===== src/rtl/project_pkg.sv =====
// Shared types, dimension limits and ASCII constants for the matrix result printer.
package project_pkg;

  localparam int MAX_ROWS = 8;
  localparam int MAX_COLS = 10;
  localparam int ROW_W    = $clog2(MAX_ROWS + 1);
  localparam int COL_W    = $clog2(MAX_COLS + 1);
  localparam int RIDX_W   = $clog2(MAX_ROWS);
  localparam int CIDX_W   = $clog2(MAX_COLS);

  typedef logic signed [7:0] matrix_element_t;
  typedef matrix_element_t [MAX_ROWS-1:0][MAX_COLS-1:0] cells_t;

  typedef struct packed {
    logic [ROW_W-1:0] rows;
    logic [COL_W-1:0] cols;
    cells_t           cells;
    logic             is_valid;
  } matrix_t;

  localparam logic [7:0]  ASCII_CR    = 8'h0D;
  localparam logic [7:0]  ASCII_LF    = 8'h0A;
  localparam logic [7:0]  ASCII_MINUS = 8'h2D;
  localparam logic [7:0]  ASCII_ZERO  = 8'h30;
  localparam logic [23:0] ERR_STR     = 24'h455252;
  localparam int          ERR_LEN     = 3;

  typedef enum logic [3:0] {
    IDLE, SIGN, HUND, TENS, ONES, SEP, CR, LF, ERR_MSG, DONE
  } prn_state_e;

  typedef struct packed {
    prn_state_e st;
    logic [7:0] data;
  } step_t;

  function automatic logic [7:0] ascii_digit(input logic [3:0] d);
    return ASCII_ZERO + {4'd0, d};
  endfunction

  function automatic logic [7:0] err_byte(input logic [1:0] idx);
    case (idx)
      2'd0:    return ERR_STR[23:16];
      2'd1:    return ERR_STR[15:8];
      default: return ERR_STR[7:0];
    endcase
  endfunction

endpackage


===== src/rtl/elem_to_digits.sv =====
// Splits a signed 8-bit element into sign, hundreds, tens, ones and a digit count
// using compare-and-subtract stages only.
module elem_to_digits
  import project_pkg::*;
(
  input  logic signed [7:0] elem_i,
  output logic              neg_o,
  output logic [3:0]        hund_o,
  output logic [3:0]        tens_o,
  output logic [3:0]        ones_o,
  output logic [1:0]        ndig_o
);

  logic [7:0] mag_s;
  logic [7:0] r1_s, r2_s, r3_s, r4_s;
  logic [3:0] r5_s;
  logic       h_s, t3_s, t2_s, t1_s, t0_s;

  // Magnitude 0..128 (the -128 case wraps to 8'h80 = 128), then binary-weighted tens stages.
  always_comb begin
    neg_o  = elem_i[7];
    mag_s  = elem_i[7] ? (~elem_i + 8'd1) : elem_i;
    h_s    = (mag_s >= 8'd100);
    r1_s   = h_s ? (mag_s - 8'd100) : mag_s;
    t3_s   = (r1_s >= 8'd80);
    r2_s   = t3_s ? (r1_s - 8'd80) : r1_s;
    t2_s   = (r2_s >= 8'd40);
    r3_s   = t2_s ? (r2_s - 8'd40) : r2_s;
    t1_s   = (r3_s >= 8'd20);
    r4_s   = t1_s ? (r3_s - 8'd20) : r3_s;
    t0_s   = (r4_s >= 8'd10);
    r5_s   = t0_s ? 4'(r4_s - 8'd10) : r4_s[3:0];
    hund_o = {3'd0, h_s};
    tens_o = {t3_s, t2_s, t1_s, t0_s};
    ones_o = r5_s;
    ndig_o = h_s ? 2'd3 : ((tens_o != 4'd0) ? 2'd2 : 2'd1);
  end

endmodule


===== src/rtl/matrix_result_printer.sv =====
// Streams a snapshotted matrix as ASCII signed decimal rows (or "ERR") over a
// valid/ready byte interface, one byte per cycle when not stalled.
module matrix_result_printer
  import project_pkg::*;
#(
  parameter logic [7:0] SEP_CHAR = 8'h20
) (
  input  logic       clk,
  input  logic       rst_n,
  input  logic       start,
  input  matrix_t    result_matrix,
  input  logic       error_flag,
  output logic [7:0] tx_data,
  output logic       tx_valid,
  input  logic       tx_ready,
  output logic       busy,
  output logic       done
);

  prn_state_e        state_q, state_d;
  logic [7:0]        tx_data_q, tx_data_d;
  logic              tx_valid_q, tx_valid_d;
  logic              busy_q, busy_d;
  logic              done_q, done_d;
  logic [RIDX_W-1:0] row_q, row_d;
  logic [CIDX_W-1:0] col_q, col_d;
  logic [ROW_W-1:0]  rows_q;
  logic [COL_W-1:0]  cols_q;
  cells_t            cells_q;
  logic              err_q;
  logic              neg_q;
  logic [3:0]        hund_q, tens_q, ones_q;
  logic [1:0]        ndig_q;

  logic              ld_snap_s, ld_dig_s, xfer_s, last_col_s, last_row_s;
  logic [ROW_W-1:0]  rows_in_s;
  logic [COL_W-1:0]  cols_in_s;
  logic [RIDX_W-1:0] nrow_s;
  logic [CIDX_W-1:0] ncol_s;
  matrix_element_t   nxt_elem_s;
  logic              nd_neg_s;
  logic [3:0]        nd_hund_s, nd_tens_s, nd_ones_s;
  logic [1:0]        nd_ndig_s;
  step_t             nstep_s, cstep_s;

  // First byte of an element: sign if negative, otherwise its leading digit.
  function automatic step_t first_step(input logic neg, input logic [1:0] ndig,
                                       input logic [3:0] h, input logic [3:0] t,
                                       input logic [3:0] o);
    step_t s;
    if (neg) begin
      s = '{st: SIGN, data: ASCII_MINUS};
    end else if (ndig == 2'd3) begin
      s = '{st: HUND, data: ascii_digit(h)};
    end else if (ndig == 2'd2) begin
      s = '{st: TENS, data: ascii_digit(t)};
    end else begin
      s = '{st: ONES, data: ascii_digit(o)};
    end
    return s;
  endfunction

  assign rows_in_s  = (result_matrix.rows > ROW_W'(MAX_ROWS)) ? ROW_W'(MAX_ROWS) : result_matrix.rows;
  assign cols_in_s  = (result_matrix.cols > COL_W'(MAX_COLS)) ? COL_W'(MAX_COLS) : result_matrix.cols;
  assign xfer_s     = tx_valid_q & tx_ready;
  assign last_col_s = (COL_W'(col_q) == cols_q - COL_W'(1));
  assign last_row_s = (ROW_W'(row_q) == rows_q - ROW_W'(1));

  // Element whose first byte is produced next: after SEP it is the next column,
  // after LF the first column of the next row, from IDLE the live input cell 0,0.
  always_comb begin
    if (state_q == SEP) begin
      nrow_s = row_q;
      ncol_s = col_q + CIDX_W'(1);
    end else begin
      nrow_s = row_q + RIDX_W'(1);
      ncol_s = '0;
    end
    nxt_elem_s = (state_q == IDLE) ? result_matrix.cells[0][0] : cells_q[nrow_s][ncol_s];
  end

  elem_to_digits u_digits (
    .elem_i (nxt_elem_s),
    .neg_o  (nd_neg_s),
    .hund_o (nd_hund_s),
    .tens_o (nd_tens_s),
    .ones_o (nd_ones_s),
    .ndig_o (nd_ndig_s)
  );

  assign nstep_s = first_step(nd_neg_s, nd_ndig_s, nd_hund_s, nd_tens_s, nd_ones_s);
  assign cstep_s = first_step(1'b0, ndig_q, hund_q, tens_q, ones_q);

  // Next-state logic: every byte state holds until its byte transfers.
  always_comb begin
    state_d    = state_q;
    tx_data_d  = tx_data_q;
    tx_valid_d = tx_valid_q;
    busy_d     = busy_q;
    done_d     = 1'b0;
    row_d      = row_q;
    col_d      = col_q;
    ld_snap_s  = 1'b0;
    ld_dig_s   = 1'b0;
    case (state_q)
      IDLE: begin
        if (start) begin
          ld_snap_s = 1'b1;
          row_d     = '0;
          col_d     = '0;
          if (error_flag || !result_matrix.is_valid) begin
            state_d    = ERR_MSG;
            tx_data_d  = err_byte(2'd0);
            tx_valid_d = 1'b1;
            busy_d     = 1'b1;
          end else if (rows_in_s == '0 || cols_in_s == '0) begin
            state_d    = DONE;
            done_d     = 1'b1;
            busy_d     = 1'b0;
            tx_valid_d = 1'b0;
          end else begin
            state_d    = nstep_s.st;
            tx_data_d  = nstep_s.data;
            tx_valid_d = 1'b1;
            busy_d     = 1'b1;
            ld_dig_s   = 1'b1;
          end
        end else begin
          tx_valid_d = 1'b0;
          busy_d     = 1'b0;
        end
      end
      SIGN: begin
        if (xfer_s) begin
          state_d   = cstep_s.st;
          tx_data_d = cstep_s.data;
        end else begin
          state_d = SIGN;
        end
      end
      HUND: begin
        if (xfer_s) begin
          state_d   = TENS;
          tx_data_d = ascii_digit(tens_q);
        end else begin
          state_d = HUND;
        end
      end
      TENS: begin
        if (xfer_s) begin
          state_d   = ONES;
          tx_data_d = ascii_digit(ones_q);
        end else begin
          state_d = TENS;
        end
      end
      ONES: begin
        if (xfer_s && last_col_s) begin
          state_d   = CR;
          tx_data_d = ASCII_CR;
        end else if (xfer_s) begin
          state_d   = SEP;
          tx_data_d = SEP_CHAR;
        end else begin
          state_d = ONES;
        end
      end
      SEP: begin
        if (xfer_s) begin
          col_d     = col_q + CIDX_W'(1);
          state_d   = nstep_s.st;
          tx_data_d = nstep_s.data;
          ld_dig_s  = 1'b1;
        end else begin
          state_d = SEP;
        end
      end
      CR: begin
        if (xfer_s) begin
          state_d   = LF;
          tx_data_d = ASCII_LF;
        end else begin
          state_d = CR;
        end
      end
      LF: begin
        if (xfer_s && (err_q || last_row_s)) begin
          state_d    = DONE;
          tx_data_d  = 8'h00;
          tx_valid_d = 1'b0;
          busy_d     = 1'b0;
          done_d     = 1'b1;
        end else if (xfer_s) begin
          row_d     = row_q + RIDX_W'(1);
          col_d     = '0;
          state_d   = nstep_s.st;
          tx_data_d = nstep_s.data;
          ld_dig_s  = 1'b1;
        end else begin
          state_d = LF;
        end
      end
      // col_q doubles as the index into "ERR"; it is idle on this path.
      ERR_MSG: begin
        if (xfer_s && (col_q == CIDX_W'(ERR_LEN - 1))) begin
          state_d   = CR;
          tx_data_d = ASCII_CR;
          col_d     = '0;
        end else if (xfer_s) begin
          col_d     = col_q + CIDX_W'(1);
          tx_data_d = err_byte(col_q[1:0] + 2'd1);
        end else begin
          state_d = ERR_MSG;
        end
      end
      DONE: begin
        state_d    = IDLE;
        busy_d     = 1'b0;
        tx_valid_d = 1'b0;
      end
      default: begin
        state_d    = IDLE;
        tx_data_d  = 8'h00;
        tx_valid_d = 1'b0;
        busy_d     = 1'b0;
      end
    endcase
  end

  // State, output, counter, snapshot and digit registers.
  always_ff @(posedge clk or negedge rst_n) begin
    if (!rst_n) begin
      state_q    <= IDLE;
      tx_data_q  <= 8'h00;
      tx_valid_q <= 1'b0;
      busy_q     <= 1'b0;
      done_q     <= 1'b0;
      row_q      <= '0;
      col_q      <= '0;
      rows_q     <= '0;
      cols_q     <= '0;
      cells_q    <= '0;
      err_q      <= 1'b0;
      neg_q      <= 1'b0;
      hund_q     <= 4'd0;
      tens_q     <= 4'd0;
      ones_q     <= 4'd0;
      ndig_q     <= 2'd0;
    end else begin
      state_q    <= state_d;
      tx_data_q  <= tx_data_d;
      tx_valid_q <= tx_valid_d;
      busy_q     <= busy_d;
      done_q     <= done_d;
      row_q      <= row_d;
      col_q      <= col_d;
      if (ld_snap_s) begin
        rows_q  <= rows_in_s;
        cols_q  <= cols_in_s;
        cells_q <= result_matrix.cells;
        err_q   <= error_flag | ~result_matrix.is_valid;
      end
      if (ld_dig_s) begin
        neg_q  <= nd_neg_s;
        hund_q <= nd_hund_s;
        tens_q <= nd_tens_s;
        ones_q <= nd_ones_s;
        ndig_q <= nd_ndig_s;
      end
    end
  end

  assign tx_data  = tx_data_q;
  assign tx_valid = tx_valid_q;
  assign busy     = busy_q;
  assign done     = done_q;

endmodule


===== config.mk =====
export PLATFORM = sky130hd
export DESIGN_NAME = matrix_result_printer
export DESIGN_NICKNAME = d
export VERILOG_FILES = /design/src/rtl/project_pkg.sv /design/src/rtl/elem_to_digits.sv /design/src/rtl/matrix_result_printer.sv
export SDC_FILE = /design/constraint.sdc
export NUM_CORES = 2
export LEC_CHECK = 0
export BUFFER_PORTS_ARGS = -buffer_cell sky130_fd_sc_hd__buf_2
export CAP_MARGIN = 20
export CORE_ASPECT_RATIO = 1.75
export CORE_MARGIN = 3
export CORE_UTILIZATION = 45
export CTS_CLUSTER_SIZE = 24
export DETAILED_ROUTE_END_ITERATION = 6
export PLACE_DENSITY = 0.67
export SLEW_MARGIN = 0
export SYNTH_ARGS = -nofsm -noshare
export SYNTH_HDL_FRONTEND = slang
export SYNTH_SLANG_ARGS = --single-unit

===== constraint.sdc =====
create_clock -name clk -period 8 [get_ports clk]
set_input_delay 2.4 -clock clk [delete_from_list [all_inputs] [get_ports clk]]
set_output_delay 2.4 -clock clk [all_outputs]
set_load 0.02 [all_outputs]

==> results by group <==
Outcome
  • Status: complete, but fails checks
  • Violated checks: DRC

STA
  • Hold slack: 0.470 ns
  • Minimum clock period: 7.57 ns
  • Final setup fails: 0
  • Fmax: 132 MHz
  • Fin Setup TNS: 0 ns
  • Max Transition Viols Final: 0
  • Slew @ Worst Pin: 1.35 ns
  • Final hold violation count: 0
  • Worst Skew: 0.0215 ns
  • Slew Limit Headroom: 10.2%
  • RSZ-0062 raised after global routing: no
  • Final worst path period share: 94.7%

Synth
  • Syn avg cell area: 8.37 sq um
  • Seq/Total Area, Yosys: 47.1%
  • Synth top area share: 47.1%
  • Yosys cell types: 111
  • Top_reg_cell synth: dfrtp_1
  • Main area contributors after synthesis: dfrtp_1 47%, nand2_1 22%, mux2i_1 3.8%, mux4_2 3.7%, o221ai_1 2.7%
  • FF+latch count, synth: 681
  • Count leader, synth: nand2_1
  • Synth Warn #: 0
  • Post-Syn Area: 36,200 sq um
  • Synth area leader: dfrtp_1
  • Number of synthesized flops with an enable pin: 0
  • Ys async rst share: 100%
  • Synthesized instance count: 4,321
  • Synthesized net count: 4,983
  • Commonest cells post-synth: 2,150 x nand2_1, 681 x dfrtp_1, 173 x clkbuf_1

Finish
  • Fillers: 7,527
  • Area growth syn-to-layout: 19.3%
  • # nets final: 5,531
  • Layout cells sized above 1: 21.1%
  • Multi-input logic area: 17,600 sq um
  • Register area: 17,000 sq um

Power
  • Max rail drop VDD: 362 uV
  • Design Power: 18,400 uW
  • PwrDens: 427 nW/um^2
  • LEAKAGE: 0.0214 uW

Clocking
  • CTS tree: built
  • Clock sink total: 681
  • CTS Buf Count: 68
  • CTS Root Cell: clkbuf_16
  • Clk buf depth: 3
  • Clk_lat worst skew: 0.64 ns
  • Reg clk slew, reported paths: 0.07 ns
  • H-tree levels: 3
  • Cts hold-fix bufs: 0

Worst setup path
  • Worst Setup Start Kind: flip-flop
  • Delay of the slowest critical-path stage: 0.93 ns
  • Reg2Reg Depth: 18
  • R2r endpoint: tx_data[0]
  • Worst-path fanout max: 46
  • WP data arrival: 8.09 ns
  • CP Class: reg -> reg
  • Crit end category: flip-flop
  • Worst reg-to-reg setup slack: 0.43 ns
  • CP Data Required Time: 8.52 ns
  • Critical R2R Launch: row_q[1]
  • Worst path slowest cell: a221oi_1
  • Crit-path cells: ha_4 -> inv_1 -> nand2_4 -> buf_12 -> o221ai_1 -> a221oi_1 -> o311ai_1 -> o211ai_1 -> o41ai_4 -> xor2_2 -> a21oi_1 -> mux2_2 -> or3_4 -> and3_4 -> or4_4 -> o211ai_2 -> or4b_1 -> a31o_1

Floorplanning
  • Core area: 79,100 sq um
  • Num ports: 665
  • Die ar.: 84,000 sq um
  • Die X: 220 um
  • Row cnt: 136
  • Die span in y: 381 um
  • Starting density of the core: 45.7%

Global route
  • Vias in the first global route: 35,200
  • Total GRT Usage: 38.1%
  • Grt total ovfl: 0
  • Pin count of the biggest net entering global routing: 227
  • First-pass GRT wire length: 233,000 um
  • Initial antenna violation count: 19

Routing
  • DRT Pass-1 Iters: 7
  • Post-route ant nets: 0
  • DR vias: 35,500
  • Vias per cell: 5.93
  • Final wirelength: 163,000 um
  • Detailed Route Iter0 Violations: 3,988
  • WL per Instance: 27.2 um
  • Residual DRC: 2

Placed design
  • Placer Congestion: 1.03
  • PortBufs: 664
  • DPL Wire Length: 123,000 um

Hold path
  • Hold Path Sink: cells_q[446]
  • Worst min path class: reg -> reg
  • Worst hold start: cells_q[446]
  • WHS Path Cells: 2

Flow run
  • Max-cap check violation count: 0
==> through the flow <==
step | cell area (sq um) | std cells | setup WS, ns | util, %
detailed placement | 40600 | 5834 | 0.338 | 51.3
CTS | 43100 | 5960 | 0.338 | 54.5
global placement | 40600 | 5833 | 0.277 | 51.3
finish | 43100 | 5979 | 0.426 | 54.5
global route | 43100 | 5972 | 0.158 | 54.5
floorplan | 36200 | 4321 | 1.17 | -
==> layout by cell type (no fill, tap or decap), types with 60 or more instances in the layout <==
| cell type | instances |
|---|---|
| nand2_1 | 2146 |
| dfrtp_1 | 679 |
| buf_2 | 663 |
| mux2i_1 | 138 |
| o221ai_1 | 111 |
| buf_4 | 101 |
| o21ai_0 | 83 |
| nand3_1 | 72 |
| clkbuf_16 | 69 |
| o22ai_1 | 65 |
| nor2_1 | 63 |
| mux4_2 | 60 |
==> kinds of logic (layout without fill, tap and decap cells) <==
group                    Yosys count  after routing  share of synthesized area, %
buffers and inverters            332            936                          4.43
AO/OA/AOI/OAI                    574            574                          11.8
other                              0             19                             0
multiplexers                     217            217                          8.14
XOR/XNOR                          26             26                         0.723
flip-flops                       681            681                          47.1
AND/OR/NAND/NOR                 2483           2483                          27.5
adder cells (fa/ha/maj)            8              8                         0.277
==> where the power goes <==
| group | switching (uW) | internal, uW | total [uW] |
|---|---|---|---|
| registers | 1500 | 5080 | 6580 |
| clock network | 1500 | 2090 | 3590 |
| logic | 5270 | 2950 | 8230 |
| total | 8270 | 10100 | 18400 |
==> metal layers <==
layer  vias to the layer above  GRT usage (%)  wire length (um)
met5                         -              0                13
li1                      15800              -                 -
met1                     17300           44.3             57800
met4                         2           27.4             14100
met3                       517           6.10             12200
met2                      1906           63.4             78600
==> final cells by class <==
cell class / instances / area share, %
multi-input cells: 3308 / 40.9
flip-flops and latches: 681 / 39.5
repair buffers: 787 / 10.5
clock buffers: 94 / 4.52
well taps: 1035 / 3.00
clock inverters: 32 / 1.24
inverters: 23 / 0.206
diodes: 19 / 0.110
==> repair_timing <==
action | 4_1_cts | 5_1_grt
hold endpoints to repair | 0 | 0
endpoints found under the setup margin | 0 | 5
resized for setup | 0 | 1
setup buffers | 0 | 0
==> critical path: cells and delay by family (launching register included) <==
kind / cells / cell delay, ns
AO/OA/AOI/OAI: 8 / 2.64
XOR/XNOR: 1 / 0.24
adder cells (fa/ha/maj): 1 / 0.69
buffers and inverters: 2 / 0.52
flip-flops: 1 / 0.67
multiplexers: 1 / 0.43
AND/OR/NAND/NOR: 5 / 2.21
==> worst max-delay path by stage <==
| stage | from | end | slack [ns] | cells after the start |
|---|---|---|---|---|
| after floorplan | result_matrix[3] | tx_data[0] | 1.17 | 17 |
| after global placement | row_q[1] | tx_data[0] | 0.28 | 22 |
| after detailed placement | row_q[1] | ones_q[1] | 0.34 | 23 |
| after CTS | row_q[1] | tx_data[0] | 0.34 | 22 |
| after global routing | row_q[1] | tx_data[2] | 0.16 | 24 |
| final | row_q[1] | tx_data[0] | 0.43 | 18 |
==> sequential cells by signal, summed over array words and instances (netlist names), 2 cells and up <==
name and cells:
cells_q 640, tx_data 8, col_q 4, cols_q 4, ones_q 4, rows_q 4, state_q 4, tens_q 4
row_q 3, ndig_q 2
Power figures use the tool's default switching activity.
